### config.mk
export PLATFORM = sky130hd
export DESIGN_NAME = stim_sequencer
export DESIGN_NICKNAME = d
export VERILOG_FILES = /design/src/rtl/stim_seq_pkg.sv /design/src/rtl/stim_skid_buf.sv /design/src/rtl/stim_sequencer.sv
export SDC_FILE = /design/constraint.sdc
export NUM_CORES = 1
export LEC_CHECK = 0
export ABC_AREA = 1
export CAP_MARGIN = 30
export CELL_PAD_IN_SITES_DETAIL_PLACEMENT = 2
export CELL_PAD_IN_SITES_GLOBAL_PLACEMENT = 2
export CORE_MARGIN = 2
export CORE_UTILIZATION = 31
export DETAILED_ROUTE_END_ITERATION = 10
export GPL_TIMING_DRIVEN = 1
export PLACE_DENSITY = 0.83
export SLEW_MARGIN = 20
export SYNTH_ARGS = -nofsm -noshare
export SYNTH_HDL_FRONTEND = slang
export SYNTH_SLANG_ARGS = --single-unit
### constraint.sdc
create_clock -name clk -period 3.1 [get_ports clk]
set_input_delay 0.775 -clock clk [delete_from_list [all_inputs] [get_ports clk]]
set_output_delay 0.775 -clock clk [all_outputs]
set_load 0.01 [all_outputs]
### src/rtl/stim_seq_pkg.sv
// ---------------------------------------------------------------
// stim_seq_pkg: shared types/constants for stim_sequencer (rev 1.0)
// ---------------------------------------------------------------
`default_nettype none

package stim_seq_pkg;

  typedef enum logic [1:0] {
    ST_IDLE  = 2'd0,
    ST_FETCH = 2'd1,
    ST_RUN   = 2'd2,
    ST_DONE  = 2'd3
  } state_t;

  localparam int IN_LSB             = 0;
  localparam int DEFAULT_MAX_CYCLES = 10000;

  // Observation bit is always the top bit of an opcode word.
  function automatic int obs_bit(input int op_w);
    return op_w - 1;
  endfunction

endpackage

`default_nettype wire

### src/rtl/stim_skid_buf.sv
// ---------------------------------------------------------------
// stim_skid_buf: one-entry capture register for held reads (rev 1.0)
// ---------------------------------------------------------------
`default_nettype none

module stim_skid_buf
  import stim_seq_pkg::*;
#(
  parameter int W = 2
) (
  input  logic         clk,
  input  logic         reset,
  input  logic         flush,
  input  logic         load,
  input  logic         pop,
  input  logic [W-1:0] din,
  output logic [W-1:0] dout,
  output logic         valid
);

  always_ff @(posedge clk) begin
    if (reset || flush) begin
      valid <= 1'b0;
      dout  <= '0;
    end else if (load) begin
      valid <= 1'b1;
      dout  <= din;
    end else if (pop) begin
      valid <= 1'b0;
    end
  end

endmodule

`default_nettype wire

### src/rtl/stim_sequencer.sv
// ---------------------------------------------------------------
// stim_sequencer: stimulus RAM replay controller (rev 1.0)
// ---------------------------------------------------------------
`default_nettype none

module stim_sequencer
  import stim_seq_pkg::*;
#(
  parameter int IN_W       = 1,
  parameter int OP_W       = IN_W + 1,
  parameter int ADDR_W     = 10,
  parameter int PC_W       = 32,
  parameter int MAX_CYCLES = DEFAULT_MAX_CYCLES
) (
  input  logic              clk,
  input  logic              reset,
  input  logic              start,
  input  logic [ADDR_W:0]   cfg_len,
  input  logic              hold,
  input  logic              abort,
  output logic              mem_en,
  output logic [ADDR_W-1:0] mem_addr,
  input  logic [OP_W-1:0]   mem_rdata,
  output logic [IN_W-1:0]   stim_in,
  output logic              stim_obs,
  output logic              stim_valid,
  output logic [PC_W-1:0]   pc,
  output logic              busy,
  output logic              done,
  output logic              timed_out
);

  localparam int CNT_W = ADDR_W + 1;
  localparam int CYC_W = $clog2(MAX_CYCLES + 1);
  localparam int OBS   = obs_bit(OP_W);
  localparam logic [CYC_W-1:0] CYC_LAST = CYC_W'(MAX_CYCLES - 1);

  state_t            state, state_nxt;
  logic [CNT_W-1:0]  len, issued, applied;
  logic [CYC_W-1:0]  cyc;
  logic              rd_pend;

  logic              issue, fire, expire, last, have, start_acc;
  logic              skid_load, skid_pop, skid_flush, skid_valid;
  logic [OP_W-1:0]   skid_dout, word;

  assign have     = skid_valid | rd_pend;
  assign word     = skid_valid ? skid_dout : mem_rdata;
  assign last     = ((applied + CNT_W'(1)) == len);
  assign skid_pop = skid_valid & fire;
  // Leaving RUN for any reason discards a parked word.
  assign skid_flush = (state_nxt != ST_RUN);

  assign mem_en   = issue;
  assign mem_addr = issue ? issued[ADDR_W-1:0] : '0;
  assign busy     = (state == ST_FETCH) || (state == ST_RUN);

  always_comb begin
    state_nxt = state;
    issue     = 1'b0;
    fire      = 1'b0;
    expire    = 1'b0;
    skid_load = 1'b0;
    start_acc = 1'b0;
    case (state)
      ST_IDLE: begin
        if (start) begin
          start_acc = 1'b1;
          state_nxt = (cfg_len == '0) ? ST_DONE : ST_FETCH;
        end
      end
      ST_FETCH: begin
        if (!hold) begin
          issue     = 1'b1;
          state_nxt = ST_RUN;
        end
      end
      ST_RUN: begin
        expire = (cyc == CYC_LAST);
        if (hold) begin
          skid_load = rd_pend;
        end else begin
          // On budget expiry only the final word may still be applied.
          fire  = have && (!expire || last);
          issue = !expire && (issued < len);
        end
        if ((fire && last) || expire) begin
          state_nxt = ST_DONE;
        end
      end
      ST_DONE: state_nxt = ST_IDLE;
      default: state_nxt = ST_IDLE;
    endcase
    if (abort) begin
      state_nxt = ST_IDLE;
      issue     = 1'b0;
      fire      = 1'b0;
      skid_load = 1'b0;
      start_acc = 1'b0;
    end
  end

  always_ff @(posedge clk) begin
    if (reset) begin
      state      <= ST_IDLE;
      len        <= '0;
      issued     <= '0;
      applied    <= '0;
      cyc        <= '0;
      rd_pend    <= 1'b0;
      pc         <= '0;
      stim_in    <= '0;
      stim_obs   <= 1'b0;
      stim_valid <= 1'b0;
      done       <= 1'b0;
      timed_out  <= 1'b0;
    end else begin
      state      <= state_nxt;
      rd_pend    <= issue;
      stim_valid <= fire;
      done       <= (state == ST_DONE) && !abort;
      if (abort) begin
        stim_in  <= '0;
        stim_obs <= 1'b0;
      end
      if (start_acc) begin
        len       <= cfg_len;
        issued    <= '0;
        applied   <= '0;
        cyc       <= '0;
        pc        <= '0;
        timed_out <= 1'b0;
      end
      if (issue) begin
        issued <= issued + CNT_W'(1);
      end
      if (fire) begin
        stim_in  <= word[IN_LSB +: IN_W];
        stim_obs <= word[OBS];
        pc       <= pc + PC_W'(1);
        applied  <= applied + CNT_W'(1);
      end
      if (state == ST_RUN && !abort) begin
        cyc <= cyc + CYC_W'(1);
      end
      if (expire && !(fire && last) && !abort) begin
        timed_out <= 1'b1;
      end
    end
  end

  stim_skid_buf #(
    .W (OP_W)
  ) u_skid (
    .clk   (clk),
    .reset (reset),
    .flush (skid_flush),
    .load  (skid_load),
    .pop   (skid_pop),
    .din   (mem_rdata),
    .dout  (skid_dout),
    .valid (skid_valid)
  );

endmodule

`default_nettype wire

==> results of run 1 <==
critical path, delay by kind of cell, from the launching register on:
family          cells  cell delay, ns
simple gates        7            0.68
buf+inv             3            0.38
fa+ha+maj           1            0.23
compound gates      2            0.18
flops               1            0.36
cell usage in the layout, fill, tap and decap left out, types with 5 or more instances in the layout:
master	Yosys	routed
a21oi_1	82	78
buf_2	9	11
buf_4	0	31
clkbuf_16	0	9
clkdlybuf4s50_1	0	54
dfxtp_1	90	82
dfxtp_2	0	8
ha_1	19	13
ha_4	0	5
inv_1	121	117
nand2_1	162	159
nand3_1	104	102
nand4_1	57	57
nor2_1	68	63
nor2_4	2	5
nor3_1	22	22
nor4_1	12	12
o21ai_0	32	32
or2_2	6	6
xnor2_1	6	6
xor2_1	19	19
through the flow:
| step | power [mW] | hold slack, ns |
|---|---|---|
| final | 2.51 | 0.480 |
| after global routing | 2.62 | 0.493 |
| after CTS | 2.53 | 0.483 |
| after detailed placement | 1.40 | 0.466 |
| after global placement | 1.39 | 0.458 |
| after floorplan | 1.30 | 0.437 |
power by group:
group          total (mW)  internal (mW)  switching, mW
clock                1.12          0.577          0.540
combinational       0.211         0.0761          0.135
sequential           1.18           1.17         0.0100
logic make-up after synthesis:
group	after synthesis	share of synthesized area (%)
AO/OA/AOI/OAI	130	12.4
XOR/XNOR	25	3.90
adder cells (fa/ha/maj)	19	4.23
buffers and inverters	160	11.0
flip-flops	90	32.1
AND/OR/NAND/NOR	439	36.3
cell type report:
type | instances | area share [%]
multi-input combinational | 614 | 47.0
sequential | 90 | 25.5
timing repair buffer | 102 | 12.9
inverter | 122 | 6.45
clock buffer | 10 | 3.37
tap | 229 | 4.04
clock inverter | 6 | 0.705
routing by layer:
layer  GRT usage (%)  vias to the layer above  wire [um]  part of all wire, %
li1                -                     3050          -                    -
met3            3.97                       13        583                  2.7
met2            39.5                       79      10600                   50
met4            3.49                        0        169                 0.79
met5               0                        -          0                    0
met1            28.9                     3087      10100                   47
flip-flops by register name (all words and copies together) (netlist names):
| signal | count |
|---|---|
| state | 2 |
| len | 11 |
| done | 1 |
| stim_obs | 1 |
| issued | 11 |
| cyc | 14 |
| u_skid.valid | 1 |
| stim_valid | 1 |
| stim_in | 1 |
| timed_out | 1 |
| u_skid.dout | 2 |
| rd_pend | 1 |
| pc | 32 |
| applied | 11 |
repair_timing:
| action | 4_1_cts | 5_1_grt |
|---|---|---|
| gates resized for setup | 51 | 28 |
| pin swaps | 4 | 6 |
| setup endpoints to repair | 11 | 21 |
| gates cloned | 1 | 1 |
| hold buffers | 0 | 0 |
worst min path at each step:
stage	startpoint	endpoint	slack (ns)	cells past startpoint
2_1_floorplan	cyc[13]$_SDFFE_PP0P_	cyc[13]$_SDFFE_PP0P_	0.44	1
3_3_place_gp	cyc[13]$_SDFFE_PP0P_	cyc[13]$_SDFFE_PP0P_	0.46	1
3_5_place_dp	timed_out$_SDFFE_PP0P_	timed_out$_SDFFE_PP0P_	0.47	2
4_1_cts	timed_out$_SDFFE_PP0P_	timed_out$_SDFFE_PP0P_	0.48	2
5_1_grt	timed_out$_SDFFE_PP0P_	timed_out$_SDFFE_PP0P_	0.49	2
6_report	timed_out$_SDFFE_PP0P_	timed_out$_SDFFE_PP0P_	0.48	2
==> flow_summary_export.csv, run 1 <==
group,metric,value,unit
timing,clock_skew,0.0129,ns
logic_synthesis,postSynthAreaPerCell,6.51,um2
logic_synthesis,syn_inst,863,
routing,drt-total-wl,21500,um
timing,slew_viol_final,0,
cells_and_area,nFillCells,2118,
logic_synthesis,synth-edff-count,0,
cts,clk_pin_slew,0.08,ns
worst_setup_path,cp-startpoint,"len[4]$_SDFFE_PP0P_",
outcome,status,"completed",
worst_setup_path,slowest_delay,0.36,ns
logic_synthesis,synth-seq-cells,90,
worst_setup_path,crit_top_cell,"nand2_2",
place,place_area,0.00671,mm2
worst_setup_path,cp_data_arrival_time,2.18,ns
logic_synthesis,synthDistinctLibCells,38,
floorplanning,core,0.0178,mm2
global_route,grt_max_degree,44,
worst_setup_path,start_kind,"flop",
worst_setup_path,rr_worst_depth,15,
pwr,p_leak,2.70,nW
cells_and_area,stdcell_count,1173,
timing,fin_setup_tns,0,ns
global_route,grt_pass1_wl,35000,um
worst_setup_path,crit_fanout,5,
pwr,vdd.ir_drop.worst,0.267,mV
cells_and_area,fin_util,39.8,%
cts,htree_levels,3,
logic_synthesis,synthTopCellsByCount,"162 x nand2_1, 121 x inv_1, 104 x nand3_1",
timing,setup_ws,0.146,ns
cells_and_area,num-nets-final,976,
worst_setup_path,critPathCaptureType,"primary output",
worst_setup_path,reg2reg_to,"pc[4]$_SDFFE_PP0P_",
worst_setup_path,r2r_start,"applied[0]$_SDFFE_PP0P_",
timing,relSlewSlack,50.5,%
routing,routedWlPerCell,18.3,um
cts,cts.sinks,90,
cts,insertion_delay,0.36,ns
worst_setup_path,critPathSlowestCell,"dfxtp_1",
routing,num_vias,6229,
logic_synthesis,synth_top_cell_by_area,"dfxtp_1",
timing,tightest_slew,0.736,ns
global_route,grt_pass1_vias,6662,
job,drv_cap,0,
cts,cts_buffer_depth,2,
worst_hold_path,hold_class,"reg2reg",
routing,dr.pass1.iters,4,
timing,fmax,338,MHz
routing,drc_errors,0,
floorplanning,die_h,139,um
logic_synthesis,ys_seq_area_share,32.1,%
place,dpl.hpwl,15200,um
floorplanning,num_rows,49,
place,dp_slack,-0.176,ns
logic_synthesis,async_reset_ff_share,0,%
worst_setup_path,path_cells,"inv_1 -> ha_4 -> a21oi_2 -> o21ai_0 -> nand2_1 -> nand2_2 -> nor2_4 -> nand4_1 -> nand2_2 -> nand3_4 -> buf_6 -> nor2_1 -> buf_2",
routing,avgViaCountPerCell,5.31,
floorplanning,dieArea,0.0192,mm2
logic_synthesis,synthTopCellsByArea,"dfxtp_1 32%, nand2_1 11%, nand3_1 9.3%",
logic_synthesis,synth_most_common_cell,"nand2_1",
routing,drtAntennaViolNets,0,
worst_setup_path,critPathCapture,"mem_addr[2]",
floorplanning,fp.dieW,139,um
worst_setup_path,r2r_setup_slack,0.31,ns
global_route,antenna_found_initial,0,
place,place.gp.congestion,0.829,
global_route,grt.overflow.total,0,
cts,numCtsBuffers,9,
cells_and_area,multi_input_area,0.00334,mm2
cts,cts_tree,"yes",
cells_and_area,area_growth,26.4,%
cells_and_area,regArea,0.00181,mm2
place,dp_cells,1155,
worst_setup_path,worstPathRequired,2.32,ns
global_route,grt_usage,22.3,%
logic_synthesis,synthesis.nets,900,
logic_synthesis,synth_ff_type,"dfxtp_1",
place,io_buffers,66,
timing,setup_viol,0,
cells_and_area,num_antenna_cells,0,
routing,drt-initial-drc-count,213,
logic_synthesis,ys_warn_count,0,
cts,cts-root-buf,"clkbuf_16",
cells_and_area,final_area,0.00710,mm2
floorplanning,start_util,31.5,%
cells_and_area,layout-drive-gt1-share,11.8,%
floorplanning,io_pins,67,
worst_setup_path,criticalPathCategory,"reg2out",
logic_synthesis,synthesis.area,0.00561,mm2
timing,timing.final.crit_share,95.3,%
cts,post_cts.repair.setup_buffers,0,
pwr,pwr_density_cell,353,mW/mm2
timing,min_period,2.95,ns
logic_synthesis,yosysTopAreaCellShare,32.1,%
timing,hold_viol,0,
Power figures use the tool's default switching activity.
==> run 2: changes to the inputs <==
--- a/config.mk
+++ b/config.mk
@@ -14,6 +14,7 @@
 export DETAILED_ROUTE_END_ITERATION = 10
 export GPL_TIMING_DRIVEN = 1
 export PLACE_DENSITY = 0.83
+export REMOVE_ABC_BUFFERS = 1
 export SLEW_MARGIN = 20
 export SYNTH_ARGS = -nofsm -noshare
 export SYNTH_HDL_FRONTEND = slang
==> run 2 against run 1 <==
Utilization down 0.15 points. Clock skew fell by 0.0034 ns. Count of clock-buffer cells in the layout is 1 higher. Flip-flop and latch count is the same. Worst hold slack got worse by 0.0028 ns. Total power rose by 4.2%. Cell area fell by 0.37%. Non-clock buffer count decreased by 4. First-iteration DRC count increased by 8.9%. Critical endpoint is now mem_en. Highest routed layer unchanged.
==> flow_summary_export.csv, run 2 (synthesis gave the netlist of run 1 again) <==
group,metric,value,unit
place,io_buffers,66,
timing,tightest_slew,0.668,ns
cells_and_area,layout-drive-gt1-share,10.3,%
cts,post_cts.repair.setup_buffers,0,
floorplanning,die_h,139,um
timing,timing.final.crit_share,98.5,%
cells_and_area,nFillCells,2141,
timing,setup_ws,0.0458,ns
global_route,grt_pass1_vias,6647,
worst_setup_path,criticalPathCategory,"reg2out",
timing,holdWs,0.478,ns
global_route,grt_max_degree,74,
floorplanning,io_pins,67,
worst_setup_path,critPathCaptureType,"primary output",
job,drv_cap,0,
outcome,status,"completed",
cells_and_area,final_common_cell,"nand2_1",
pwr,totalPowerFinal,2.61,mW
global_route,antenna_found_initial,0,
pwr,p_switching,0.659,mW
worst_setup_path,r2r_setup_slack,0.31,ns
timing,hold_viol,0,
worst_setup_path,critPathSlowestCell,"dfxtp_2",
pwr,comb_power_share,8.4,%
worst_setup_path,crit_fanout,8,
timing,slew_viol_final,0,
pwr,p_int,1.95,mW
worst_hold_path,hold_class,"reg2reg",
worst_setup_path,start_kind,"flop",
pwr,swShare,25.2,%
worst_setup_path,path_cells,"inv_2 -> ha_4 -> a21oi_1 -> o21ai_0 -> nand2_1 -> nand2_1 -> nor2_2 -> nand4_1 -> nand2_1 -> nand3_4 -> buf_6 -> inv_1 -> clkdlybuf4s15_2",
cells_and_area,area_growth,25.9,%
cells_and_area,regArea,0.00181,mm2
pwr,pwr-share-seq,45.1,%
place,dpl.hpwl,14900,um
routing,drt-total-wl,22200,um
worst_setup_path,crit_top_cell,"nand2_1",
timing,relSlewSlack,55.4,%
pwr,p_leak,2.69,nW
floorplanning,core,0.0178,mm2
timing,clock_skew,0.00947,ns
pwr,pwr_density_cell,369,mW/mm2
routing,num_vias,6325,
cts,cts-root-buf,"clkbuf_16",
cts,cts_tree,"yes",
pwr,pwr-share-clk,46.5,%
cts,htree_levels,3,
cells_and_area,num-nets-final,972,
floorplanning,start_util,31.5,%
floorplanning,num_rows,49,
cells_and_area,largest_reg_flops,32,
cells_and_area,most-common-layout-cells,"161 x nand2_1, 118 x inv_1, 102 x nand3_1",
place,dp_slack,-0.188,ns
cts,cts.sinks,90,
routing,dr.pass1.iters,4,
cts,clk_pin_slew,0.07,ns
routing,drtAntennaViolNets,0,
cells_and_area,num_antenna_cells,0,
pwr,vdd.ir_drop.worst,0.253,mV
timing,setup_viol,0,
routing,avgViaCountPerCell,5.41,
cts,cts_buffer_depth,2,
place,place.gp.congestion,0.792,
cells_and_area,multi_input_area,0.00331,mm2
worst_setup_path,worstPathRequired,2.32,ns
cts,numCtsBuffers,9,
floorplanning,dieArea,0.0192,mm2
timing,min_period,3.05,ns
cells_and_area,reg_top3,"pc: 32 flops, cyc: 14 flops",
routing,drc_errors,0,
timing,fmax,327,MHz
worst_setup_path,cp_data_arrival_time,2.28,ns
global_route,grt_usage,22.3,%
routing,drt-initial-drc-count,232,
cts,insertion_delay,0.36,ns
global_route,grt.overflow.total,0,
worst_setup_path,slowest_delay,0.35,ns
global_route,grt_pass1_wl,35000,um
cells_and_area,fin_util,39.6,%
floorplanning,fp.dieW,139,um
timing,rsz0062_at_grt,"yes",
cells_and_area,regMostFlops,"pc",
routing,routedWlPerCell,19.0,um
run 2: layer usage:
| layer | track usage [%] | wire length, um |
|---|---|---|
| met4 | 7.30 | 410 |
| met5 | 0 | 0 |
| met3 | 2.00 | 462 |
| met2 | 39.6 | 11200 |
| met1 | 28.6 | 10200 |
run 2: cell type report:
| class | count | area share (%) |
|---|---|---|
| multi-input combinational | 614 | 46.8 |
| sequential | 90 | 25.6 |
| timing repair buffer | 98 | 12.7 |
| inverter | 122 | 6.48 |
| tap | 229 | 4.05 |
| clock buffer | 11 | 3.29 |
| clock inverter | 5 | 1.11 |
run 2: repair_timing:
item,CTS,global route
endpoints found under the setup margin,11,26
gates cloned,0,1
gates resized for setup,48,23
hold buffers,0,0
pin swaps,0,3
run 2: final timing paths:
path,startpoint,depth (start not counted),to
worst max-delay path,len[4]$_SDFFE_PP0P_,13,mem_en
worst min register to register,cyc[13]$_SDFFE_PP0P_,1,cyc[13]$_SDFFE_PP0P_
worst max register to register,applied[0]$_SDFFE_PP0P_,15,pc[26]$_SDFFE_PP0P_
worst min-delay path,cyc[13]$_SDFFE_PP0P_,1,cyc[13]$_SDFFE_PP0P_
run 2: critical path: cells and delay by family, from the launching register on:
| family | cells | cell delay (ns) |
|---|---|---|
| AOI/OAI and AO/OA | 2 | 0.26 |
| buffers and inverters | 4 | 0.49 |
| adders and majority gates | 1 | 0.24 |
| and+or+nand+nor | 6 | 0.58 |
| DFF | 1 | 0.35 |
run 2: power groups by stage:
| stage | sequential, mW | combinational, mW | clock, mW |
|---|---|---|---|
| 6_report | 1.18 | 0.219 | 1.21 |
| 4_1_cts | 1.18 | 0.206 | 1.24 |
| 2_1_floorplan | 1.20 | 0.0882 | 0 |
| 3_5_place_dp | 1.20 | 0.197 | 0 |
| 3_3_place_gp | 1.20 | 0.192 | 0 |
| 5_1_grt | 1.18 | 0.238 | 1.29 |
run 2: stage by stage:
| stage | instance area [um2] | cells | TNS (ns) |
|---|---|---|---|
| finish | 7070 | 1169 | 0 |
| global placement | 6670 | 1151 | -1.45 |
| global route | 7070 | 1169 | -0.0768 |
| detailed placement | 6670 | 1151 | -1.74 |
| floorplan | 5450 | 825 | -22.67 |
| CTS | 6970 | 1167 | 0 |
==> run 3: changes to the inputs <==
--- a/config.mk
+++ b/config.mk
@@ -13,9 +13,8 @@
 export CORE_UTILIZATION = 31
 export DETAILED_ROUTE_END_ITERATION = 10
 export GPL_TIMING_DRIVEN = 1
-export PLACE_DENSITY = 0.83
+export PLACE_DENSITY = 0.88
 export REMOVE_ABC_BUFFERS = 1
-export SLEW_MARGIN = 20
 export SYNTH_ARGS = -nofsm -noshare
 export SYNTH_HDL_FRONTEND = slang
 export SYNTH_SLANG_ARGS = --single-unit
==> run 3 against run 2 <==
Sequential power barely moved. Clock power fell by 7%. Flip-flop and latch count did not move. Global-route usage rose by 2.0 points. Combinational power barely moved. Cell area fell by 0.46%. Clock skew rose by 0.0067 ns. Cell count fell by 0.26%. Count of clock-buffer cells in the layout fell by 2. Utilization fell by 0.18 points. Via count rose by 0.71%. Worst hold slack got worse by 0.0098 ns. Critical endpoint unchanged.
==> flow_summary_export.csv, run 3 (synthesis gave the netlist of run 1 again) <==
group,metric,value,unit
outcome,status,"completed",
place,dpl.hpwl,15900,um
global_route,antenna_found_initial,0,
worst_setup_path,start_kind,"flop",
worst_setup_path,cp_data_arrival_time,2.30,ns
routing,drt-total-wl,23300,um
timing,timing.final.crit_share,99.3,%
cts,cts-root-buf,"clkbuf_16",
worst_setup_path,worstPathRequired,2.32,ns
floorplanning,fp.dieW,139,um
timing,hold_viol,0,
timing,clock_skew,0.0162,ns
cts,numCtsBuffers,9,
floorplanning,num_rows,49,
timing,holdWs,0.468,ns
routing,dr.pass1.iters,4,
cts,insertion_delay,0.37,ns
floorplanning,start_util,31.5,%
worst_setup_path,critPathCaptureType,"primary output",
cells_and_area,regMostFlops,"pc",
routing,routedWlPerCell,19.9,um
worst_hold_path,hold_class,"reg2reg",
timing,slew_viol_final,0,
floorplanning,dieArea,0.0192,mm2
routing,drt-initial-drc-count,267,
global_route,grt_pass1_wl,37600,um
global_route,grt_max_degree,75,
global_route,grt_usage,24.3,%
cts,cts_buffer_depth,2,
cells_and_area,multi_input_area,0.00335,mm2
floorplanning,io_pins,67,
cells_and_area,num-nets-final,969,
worst_setup_path,crit_fanout,8,
place,io_buffers,66,
pwr,pwr_density_cell,357,mW/mm2
cells_and_area,largest_reg_flops,32,
cts,clk_pin_slew,0.07,ns
timing,rsz0062_at_grt,"yes",
place,place.gp.congestion,0.863,
timing,fin_setup_tns,0,ns
cts,cts_tree,"yes",
pwr,vdd.ir_drop.worst,0.298,mV
cts,cts_hold_buf,0,
cells_and_area,final_common_cell,"nand2_1",
floorplanning,die_h,139,um
cts,htree_levels,3,
cts,post_cts.repair.setup_buffers,0,
cells_and_area,area_growth,25.4,%
timing,fmax,325,MHz
routing,drtAntennaViolNets,0,
timing,min_period,3.08,ns
cells_and_area,regArea,0.00181,mm2
cts,cts.sinks,90,
timing,setup_viol,0,
pwr,p_leak,2.67,nW
job,drv_cap,0,
floorplanning,core,0.0178,mm2
cells_and_area,reg_top3,"pc: 32 flops, cyc: 14 flops",
routing,avgViaCountPerCell,5.46,
cells_and_area,nFillCells,2150,
cells_and_area,layout-drive-gt1-share,11.6,%
global_route,grt_pass1_vias,6861,
routing,drc_errors,0,
worst_setup_path,criticalPathCategory,"reg2out",
routing,num_vias,6370,
cells_and_area,most-common-layout-cells,"159 x nand2_1, 116 x inv_1, 102 x nand3_1",
timing,relSlewSlack,53.5,%
global_route,grt.overflow.total,0,
cells_and_area,num_antenna_cells,0,
timing,tightest_slew,0.695,ns
==> run 3: cell count changes in the layout (fill, tap and decap cells not counted), sizes merged <==
cell | previous run | this run
clkdlybuf4s15 | 1 | 0
clkinv | 4 | 6
buf | 42 | 41
bufinv | 2 | 0
clkbuf | 12 | 10
inv | 121 | 123
nand3 | 107 | 106
==> run 3: repair_timing <==
action | in CTS | in global routing
resized for setup | 63 | 21
setup endpoints to repair | 11 | 13
pin swaps | 2 | 4
==> run 3: worst paths after layout <==
path / slack (ns) / startpoint / cells after the start / end
worst min register to register: 0.47 / cyc[13]$_SDFFE_PP0P_ / 1 / cyc[13]$_SDFFE_PP0P_
worst max-delay path: 0.02 / len[9]$_SDFFE_PP0P_ / 13 / mem_en
worst min-delay path: 0.47 / cyc[13]$_SDFFE_PP0P_ / 1 / cyc[13]$_SDFFE_PP0P_
worst max register to register: 0.31 / applied[0]$_SDFFE_PP0P_ / 14 / applied[7]$_SDFFE_PP0P_
==> run 3: per-layer routing <==
| layer | vias up | track usage, % | wire length, um |
|---|---|---|---|
| met5 | - | 0 | 0 |
| met4 | 0 | 9.94 | 772 |
| met3 | 50 | 2.76 | 469 |
| met2 | 96 | 43.5 | 11900 |
| met1 | 3200 | 29.8 | 10100 |
| li1 | 3024 | - | - |
==> run 3: final cells by class <==
type	count	share of cell area [%]
Multi-Input combinational cell	613	47.6
Sequential cell	90	25.7
Timing Repair Buffer	96	12.2
Inverter	122	6.51
Tap cell	229	4.07
Clock buffer	9	3.20
Clock inverter	7	0.747
==> run 3: critical path, stage by stage (launching register included) <==
cell and delay [ns]:
dfxtp_2 0.36, inv_2 0.06, ha_2 0.31, nand2_2 0.06
nor2_2 0.18, nand4_1 0.13, a21oi_2 0.19, nor2_2 0.07
nand4_1 0.09, nand2_2 0.08, nand3_4 0.09, buf_6 0.14
inv_1 0.05, buf_2 0.13
==> run 3: stage by stage <==
stage          utilization (%)  area, um2  cells  power (mW)  worst slack (ns)
5_1_grt                   39.4       7040   1166        2.60           -0.0514
3_5_place_dp              37.3       6660   1150        1.40            -0.200
3_3_place_gp              37.3       6660   1150        1.39            -0.147
6_report                  39.4       7040   1166        2.52            0.0226
2_1_floorplan                -       5450    825        1.29            -0.522
4_1_cts                   39.2       6990   1166        2.50           -0.0240
==> run 3: power by group <==
part | internal, mW | switching (mW)
Combinational | 0.0766 | 0.145
Sequential | 1.17 | 0.00948
Clock | 0.553 | 0.564
